===== src/rtl/sync_delay_pkg.sv =====
// Shared types and helpers for the sync delay line: FSM states, default delay,
// and the delay-request clamp used when a new delay is loaded.
package sync_delay_pkg;

    typedef enum logic {
        RUN    = 1'b0,
        SETTLE = 1'b1
    } state_t;

    localparam int DEFAULT_DLY = 4;

    typedef struct packed {
        logic [31:0] value;
        logic        err;
    } clamp_t;

    // Out-of-range requests are pulled to the nearest legal delay and flagged.
    function automatic clamp_t clamp_delay(input logic [31:0] sel, input logic [31:0] max);
        clamp_t r;
        r.value = sel;
        r.err   = 1'b0;
        if (sel == 32'd0) begin
            r.value = 32'd1;
            r.err   = 1'b1;
        end else if (sel > max) begin
            r.value = max;
            r.err   = 1'b1;
        end
        return r;
    endfunction

endpackage


===== src/rtl/sync_edge_detect.sv =====
// Registered rise/fall strobes on a WIDTH-bit sync bus.
// Latency: one clock, strobes valid together with the registered value they describe.
// Backpressure: none; en=0 forces both strobes low.
module sync_edge_detect #(
    parameter int WIDTH = 2
) (
    input  logic             CLK,
    input  logic             RST,
    input  logic             en,
    input  logic [WIDTH-1:0] cur,
    input  logic [WIDTH-1:0] nxt,
    output logic [WIDTH-1:0] rise,
    output logic [WIDTH-1:0] fall
);

    always_ff @(posedge CLK) begin
        if (RST) begin
            rise <= '0;
            fall <= '0;
        end else if (en) begin
            rise <= nxt & ~cur;
            fall <= ~nxt & cur;
        end else begin
            rise <= '0;
            fall <= '0;
        end
    end

endmodule


===== src/rtl/sync_delay_align.sv =====
// Programmable delay line re-aligning camera sync flags to the pixel pipeline, with edge strobes.
// Latency: CUR_DELAY EN strobes; OUT is frozen for CUR_DELAY strobes after each LOAD.
// Backpressure: EN gates all motion; optional input inversion under SYNC_DELAY_INV_EN.
module sync_delay_align
    import sync_delay_pkg::*;
#(
    parameter int               WIDTH         = 2,
    parameter int               MAX_DELAY     = 16,
    parameter int               DEFAULT_DELAY = DEFAULT_DLY,
    parameter logic [WIDTH-1:0] RESET_VAL     = {WIDTH{1'b1}},
    parameter int               DLY_W         = $clog2(MAX_DELAY + 1)
) (
    input  logic             CLK,
    input  logic             RST,
    input  logic             EN,
    input  logic [WIDTH-1:0] UIN,
`ifdef SYNC_DELAY_INV_EN
    input  logic [WIDTH-1:0] INV_MASK,
`endif
    input  logic             LOAD,
    input  logic [DLY_W-1:0] DELAY_SEL,
    output logic [WIDTH-1:0] OUT,
    output logic [WIDTH-1:0] RISE,
    output logic [WIDTH-1:0] FALL,
    output logic [DLY_W-1:0] CUR_DELAY,
    output logic             BUSY,
    output logic             ERR
);

    // OUT acts as the final stage, so only MAX_DELAY-1 stages are stored.
    localparam int               STG_N = (MAX_DELAY > 1) ? MAX_DELAY - 1 : 1;
    localparam logic [DLY_W-1:0] ONE   = DLY_W'(1);

    logic [WIDTH-1:0] uin_n;
    logic [WIDTH-1:0] stage [STG_N];
    logic [WIDTH-1:0] out_q;
    logic [WIDTH-1:0] nxt_out;
    logic             run_en;

    state_t           state_q, state_d;
    logic [DLY_W-1:0] cnt_q, cnt_d;
    logic [DLY_W-1:0] cur_q, cur_d;
    logic             err_q, err_d;
    clamp_t           clamp_r;

`ifdef SYNC_DELAY_INV_EN
    assign uin_n = UIN ^ INV_MASK;
`else
    assign uin_n = UIN;
`endif

    assign run_en = EN && (state_q == RUN);

    always_comb begin
        nxt_out = uin_n;
        if (cur_q > ONE) begin
            for (int k = 0; k < STG_N; k++) begin
                if (int'(cur_q) == k + 2) begin
                    nxt_out = stage[k];
                end
            end
        end
    end

    always_ff @(posedge CLK) begin
        if (RST) begin
            for (int k = 0; k < STG_N; k++) begin
                stage[k] <= RESET_VAL;
            end
            out_q <= RESET_VAL;
        end else begin
            if (EN) begin
                stage[0] <= uin_n;
                for (int k = 1; k < STG_N; k++) begin
                    stage[k] <= stage[k-1];
                end
            end
            if (run_en) begin
                out_q <= nxt_out;
            end
        end
    end

    // A LOAD always wins, including on the cycle that would have ended SETTLE.
    always_comb begin
        clamp_r = clamp_delay(32'(DELAY_SEL), 32'(MAX_DELAY));
        state_d = state_q;
        cnt_d   = cnt_q;
        cur_d   = cur_q;
        err_d   = 1'b0;
        if (LOAD) begin
            cur_d   = DLY_W'(clamp_r.value);
            cnt_d   = '0;
            state_d = SETTLE;
            err_d   = clamp_r.err;
        end else if ((state_q == SETTLE) && EN) begin
            if (cnt_q == cur_q - ONE) begin
                cnt_d   = '0;
                state_d = RUN;
            end else begin
                cnt_d = cnt_q + ONE;
            end
        end
    end

    always_ff @(posedge CLK) begin
        if (RST) begin
            state_q <= RUN;
            cnt_q   <= '0;
            cur_q   <= DLY_W'(DEFAULT_DELAY);
            err_q   <= 1'b0;
        end else begin
            state_q <= state_d;
            cnt_q   <= cnt_d;
            cur_q   <= cur_d;
            err_q   <= err_d;
        end
    end

    sync_edge_detect #(
        .WIDTH (WIDTH)
    ) u_edge (
        .CLK  (CLK),
        .RST  (RST),
        .en   (run_en),
        .cur  (out_q),
        .nxt  (nxt_out),
        .rise (RISE),
        .fall (FALL)
    );

    assign OUT       = out_q;
    assign CUR_DELAY = cur_q;
    assign BUSY      = (state_q == SETTLE);
    assign ERR       = err_q;

endmodule


===== config.mk =====
export PLATFORM = sky130hd
export DESIGN_NAME = sync_delay_align
export DESIGN_NICKNAME = d
export VERILOG_FILES = /design/src/rtl/sync_delay_pkg.sv /design/src/rtl/sync_edge_detect.sv /design/src/rtl/sync_delay_align.sv
export SDC_FILE = /design/constraint.sdc
export NUM_CORES = 1
export LEC_CHECK = 0
export CAP_MARGIN = 20
export CORE_AREA = 2 2 89 57
export DETAILED_ROUTE_END_ITERATION = 16
export DIE_AREA = 0 0 91 59
export HOLD_SLACK_MARGIN = 0.05
export MAX_ROUTING_LAYER = met4
export PLACE_DENSITY = 0.81
export SYNTH_ARGS = -nofsm -noshare
export SYNTH_HDL_FRONTEND = slang
export SYNTH_SLANG_ARGS = --single-unit

===== constraint.sdc =====
create_clock -name CLK -period 4.45 [get_ports CLK]
set_input_delay 0.89 -clock CLK [delete_from_list [all_inputs] [get_ports CLK]]
set_output_delay 0.89 -clock CLK [all_outputs]
set_load 0.01 [all_outputs]

# Word-level counts from Yosys, hierarchy flattened
# Memories as Yosys holds them, arrays and structs flattened.
# Index checks and enable logic that the tools add are counted.
# Widths: inputs -> output; s select.
[word_totals] reg_bits=18 ramBits=30 memories=1 out_inout_bits=13 inputBits=11 wordCells=101
[memory_table] memory="stage" depth=15 word_bits=2 rd=15 rd_ports_with_merged_regs=0 write_ports=15 line="sync_delay_align.sv:35" text="logic [WIDTH-1:0] stage [STG_N];"
[op_classes] magnitude_cmp=2 bitwise=22 n_reduce_logical=9 eq_ne=16 n_mux=42 addsub=2
[ops] cell="$mux 2" count=31
[ops] cell="$eq 5x5->1 const B" count=9
[ops] cell="$eq 5x4->1 const B" count=4
[ops] cell="$or 1x1->1" count=15
[ops] cell="$mux 6" count=2
[ops] cell="$eq 5x3->1 const B" count=2
[ops] cell="$mux 1" count=8
[ops] cell="$reduce_or 2->1" count=3
[ops] cell="$add 5x1->5 const B" count=1
[ops] cell="$eq 5x5->1" count=1
[ops] cell="$gt 5x1->1 const B" count=1
[ops] cell="$gt 5x5->1 const B" count=1
[ops] cell="$logic_not 5->1" count=1
[ops] cell="$mux 5" count=1
[ops] cell="$sub 5x1->5 const B" count=1
[ops] cell="$and 2x2->2" count=2
[ops] cell="$not 2->2" count=2
[ops] cell="$reduce_bool 2->1" count=2
[ops] cell="$not 1->1" count=3
[ops] cell="$logic_and 1x1->1" count=2
[ops] cell="$reduce_and 2->1" count=1

# Logic depth before layout (Yosys ltp)
[logic_depth] word_depth=19 ltp_mapped=9 ltp_nobuf=8

# By module
# Synthesis repeated with hierarchy kept, for this count alone.
[hier_totals] cells_unflattened=254 area_unflattened_um2=2557.5
[modules_own_cells] module="sync_delay_align" seq_area_each_um2=1181.1 instances=1 area_each_um2=2427.3 cells_each=246
[modules_own_cells] module="sync_edge_detect" seq_area_each_um2=80.1 instances=1 area_each_um2=130.1 cells_each=8

# Worst setup path after synthesis
# Ideal clock, no wire load.
[synth_path] path_kind="flip-flop to flip-flop" start="register cur_q[0] (netlist: CUR_DELAY[0])" end="register u_edge.fall[1]" setup_time_ns=0.058 setup_slack_ns=2.276 stages_incl_launch_ff=9 required_ns=4.392 period_less_slack_ns=2.174 arrival_time_ns=2.115 n_path_buf=0 path_cell_list="dfxtp_1 > inv_1 > ha_1 > nor4b_2 > mux2i_1 > a21oi_1 > or4_1 > a21oi_2 > o211a_1"
[synth_between] elab_chain_cells=19 word_cells_on_any_way=34 cone_classes="1 x order compare; 15 x eq/ne; 16 x mux; 2 x bitwise"
[synth_lines] item="start: declaration" line="sync_delay_align.sv:42" text="logic [DLY_W-1:0] cur_q, cur_d;"
[synth_lines] item="start signal: assignment" line="sync_delay_align.sv:110" text="cur_q <= DLY_W'(DEFAULT_DELAY);"
[synth_lines] item="start signal: assignment" line="sync_delay_align.sv:115" text="cur_q <= cur_d;"
[synth_lines] item="$eq 5x3->1" line="sync_delay_align.sv:58" text="if (int'(cur_q) == k + 2) begin"
[synth_lines] item="$mux 2 (15 in series)" line="sync_delay_align.sv:58"
[synth_lines] item="$mux 2 *" line="sync_delay_align.sv:56" text="if (cur_q > ONE) begin"
[synth_lines] item="$not 2->2 *" line="sync_edge_detect.sv:22" text="fall <= ~nxt & cur;"
[synth_lines] item="$and 2x2->2 *" line="sync_edge_detect.sv:22"
[synth_lines] item="end signal: assignment" line="sync_edge_detect.sv:22"
[synth_lines] item="end: declaration" line="sync_edge_detect.sv:13" text="output logic [WIDTH-1:0] fall"
# Mark *: on every way between the ends. The rest lies on a longest branch, timed or not.
# A chain may end at the register's enable or synchronous reset.

# Final worst setup path
# Same ends and word-level chain as after synthesis.

==> key figures <==
Power
  • Maximum VDD drop: 286.9 uV
  • Total chip power: 0.0009239 W
  • Power Density: 308.3 mW/mm^2
  • Lkg Pwr: 0.9854 nW

Global route
  • Vias in the first global route: 1764
  • Initial antenna violation count: 0
  • Largest net degree at the start of global routing: 31
  • GRT Util Overall: 22.98%
  • First-pass GRT wire length: 9.142 mm
  • Grt ovf: 0

Die
  • Io pins: 24
  • Core area: 0.004469 mm^2
  • Chip width: 91 um
  • Die H: 59 um
  • Initial Utilization: 59.49%
  • Die area: 0.005369 mm^2
  • FP Rows: 19

Route
  • Final WL: 5.550 mm
  • DRC viols: 0
  • Vias: 2015
  • Wire length per cell: 16.23 um
  • Vias per std cell: 5.892
  • DR pass1 iterations: 5
  • Iter 0 DRT Violations: 183
  • DRT antenna net count: 0

Logic synthesis
  • Async SR Flop Fraction: 0%
  • Syn avg cell area: 10.11 um^2
  • Synthesized net count: 282
  • Cell count after synthesis: 263
  • #FFs+latches synth: 48
  • Distinct cells, synth: 53
  • Synth warn: 0
  • Synthesized area: 0.002659 mm^2
  • Synth cell count leaders: edfxtp_1, a21oi_1, nor2_1
  • Top post-synthesis cells by area: edfxtp_1, dfxtp_1, a21oi_1
  • Seq/Total Area, Yosys: 47.44%
  • Predominant post-synthesis flop cell: edfxtp_1
  • Count leader, synth: edfxtp_1
  • Yosys top cell by area: edfxtp_1
  • EDFF count, synth: 30
  • Yosys top cell area share: 33.88%

Worst setup path
  • Arr. time, crit path: 3030 ps
  • R2R setup slack: 1680 ps
  • Reg-to-reg endpoint: u_edge.fall[1]$_SDFF_PP0_
  • Critical path type: reg2reg
  • Worst R2R Start: CUR_DELAY[0]$_SDFFE_PP0P_
  • Worst EP required: 4710 ps
  • Max FO, Critical Path: 15
  • Setup crit end kind: flip-flop
  • R2R cell count: 8
  • CP startpoint kind: flip-flop

Finish
  • Area Growth Syn to Fin: 12.71%
  • Diode count: 0
  • Final Cell Area: 0.002997 mm^2
  • Nets: 297
  • Layout cells sized above 1: 11.83%
  • Fin cells: 342

Hold path
  • Hold Crit Endpoint: u_edge.rise[0]$_SDFF_PP0_
  • Worst hold start: OUT[0]$_SDFFE_PP1P_
  • Hold path depth: 1
  • Hold Crit Class: reg2reg

Clock tree
  • CTS buffer count: 5
  • Worst-Skew Late Latency: 310 ps
  • CTS tree: yes
  • Hold Buf Count CTS: 0
  • # clock sinks: 48
  • # Post-CTS Setup Buffers: 0
  • Clk root buf: clkbuf_8
  • H-tree Lvls: 2
  • CTS max path bufs: 2
  • Clock-pin slew on the worst setup and hold paths: 100 ps
  • Post-CTS Resized: 0

STA
  • RSZ-0062 raised after global routing: no
  • Slew headroom: 46.12%
  • Max Clock Freq: 361.1 MHz
  • Setup TNS: 0 ps
  • Final setup fails: 0
  • Final worst-path cycle share: 62.24%
  • Final Hold Viols: 0
  • Fin crit period: 2770 ps
  • Setup Skew: 10.33 ps
  • Tightest Pin Transition: 807.1 ps
  • WHS: 495.1 ps
  • Final Max Slew Viols: 0

Run status
  • Status: finished, final reports clean

Placement
  • Post-Place Cell Area: 0.002887 mm^2
  • RePlAce Congestion: 0.9148
  • Placed Cells: 334
  • Hpwl dp: 3.956 mm
  • PortBufs: 23

Flow run
  • Max Cap Violations: 0
cell families after synthesis:
family | share of synthesized area [%]
buffers and inverters | 5.176
muxes | 0.3765
xor gates and xnor gates | 2.635
and+or+nand+nor | 24.89
DFF | 47.44
adders and majority gates | 3.765
AOI/OAI and AO/OA | 15.72
worst max-delay path, cell delays in order (launching register included):
cell and delay [ps]:
dfxtp_1 400, inv_1 140, ha_1 530, nor4b_2 400, mux2i_1 270, a21oi_1 50
or4_1 540, a21oi_2 220, o211a_1 180
metal layers:
metal  track usage, %  part of all wire, %
met1            34.97                   49
met2            30.79                   40
met3            5.344                  9.5
met4            5.844                 0.90
met5                -                    0
registers in the layout, indices dropped and copies added (netlist names):
name,count
CUR_DELAY,5
cnt_q,5
stage,30
ERR,1
OUT,2
u_edge.rise,2
u_edge.fall,2
BUSY,1
where the power goes:
| group | total (W) | switching (W) | internal (W) |
|---|---|---|---|
| Clock | 0.000299 | 0.000152 | 0.000147 |
| Combinational | 0.000126 | 0.0000687 | 0.0000573 |
| Sequential | 0.000499 | 0.0000176 | 0.000482 |
cells in the final DEF, fill, tap and decap left out, types with 4 or more instances in the layout:
cell type,netlist,final
a21oi_1,23,23
nand2_1,14,14
edfxtp_1,30,30
o21ai_0,5,5
clkbuf_8,0,5
nor2_1,22,22
inv_1,13,13
clkdlybuf4s50_1,0,23
or2_2,11,11
nor3_1,4,4
ha_1,8,8
xor2_1,4,4
nand2b_1,17,17
nor2b_1,11,11
xnor2_1,4,4
o22ai_1,4,4
dfxtp_1,18,18
nand3b_1,4,4
how the worst max path moves through the flow:
stage | from | endpoint | slack, ps | cells past startpoint
finish | CUR_DELAY[0]$_SDFFE_PP0P_ | u_edge.fall[1]$_SDFF_PP0_ | 1680 | 8
global route | CUR_DELAY[0]$_SDFFE_PP0P_ | u_edge.fall[1]$_SDFF_PP0_ | 1520 | 8
CTS | CUR_DELAY[0]$_SDFFE_PP0P_ | u_edge.fall[1]$_SDFF_PP0_ | 1710 | 8
detailed placement | RST | stage[0][4]$_SDFFCE_PN1P_ | 1460 | 2
global placement | RST | stage[0][8]$_SDFFCE_PN1P_ | 1500 | 2
floorplan | CUR_DELAY[0]$_SDFFE_PP0P_ | u_edge.fall[1]$_SDFF_PP0_ | 2280 | 8
metrics by stage:
step,setup WS (ps),util (%)
6_report,1680,67.05
5_1_grt,1523,67.05
4_1_cts,1709,67.05
3_5_place_dp,1457,64.59
3_3_place_gp,1497,64.59
2_1_floorplan,2276,-
final cells by class:
type / instances / area, um^2
Clock buffer: 6 / 93.84
Clock inverter: 2 / 16.27
Fill cell: 380 / 1473
Inverter: 13 / 48.80
Multi-Input combinational cell: 186 / 1260
Sequential cell: 48 / 1261
Tap cell: 63 / 78.83
Timing Repair Buffer: 24 / 237.7
No activity file was read; power rests on OpenSTA's default activity.
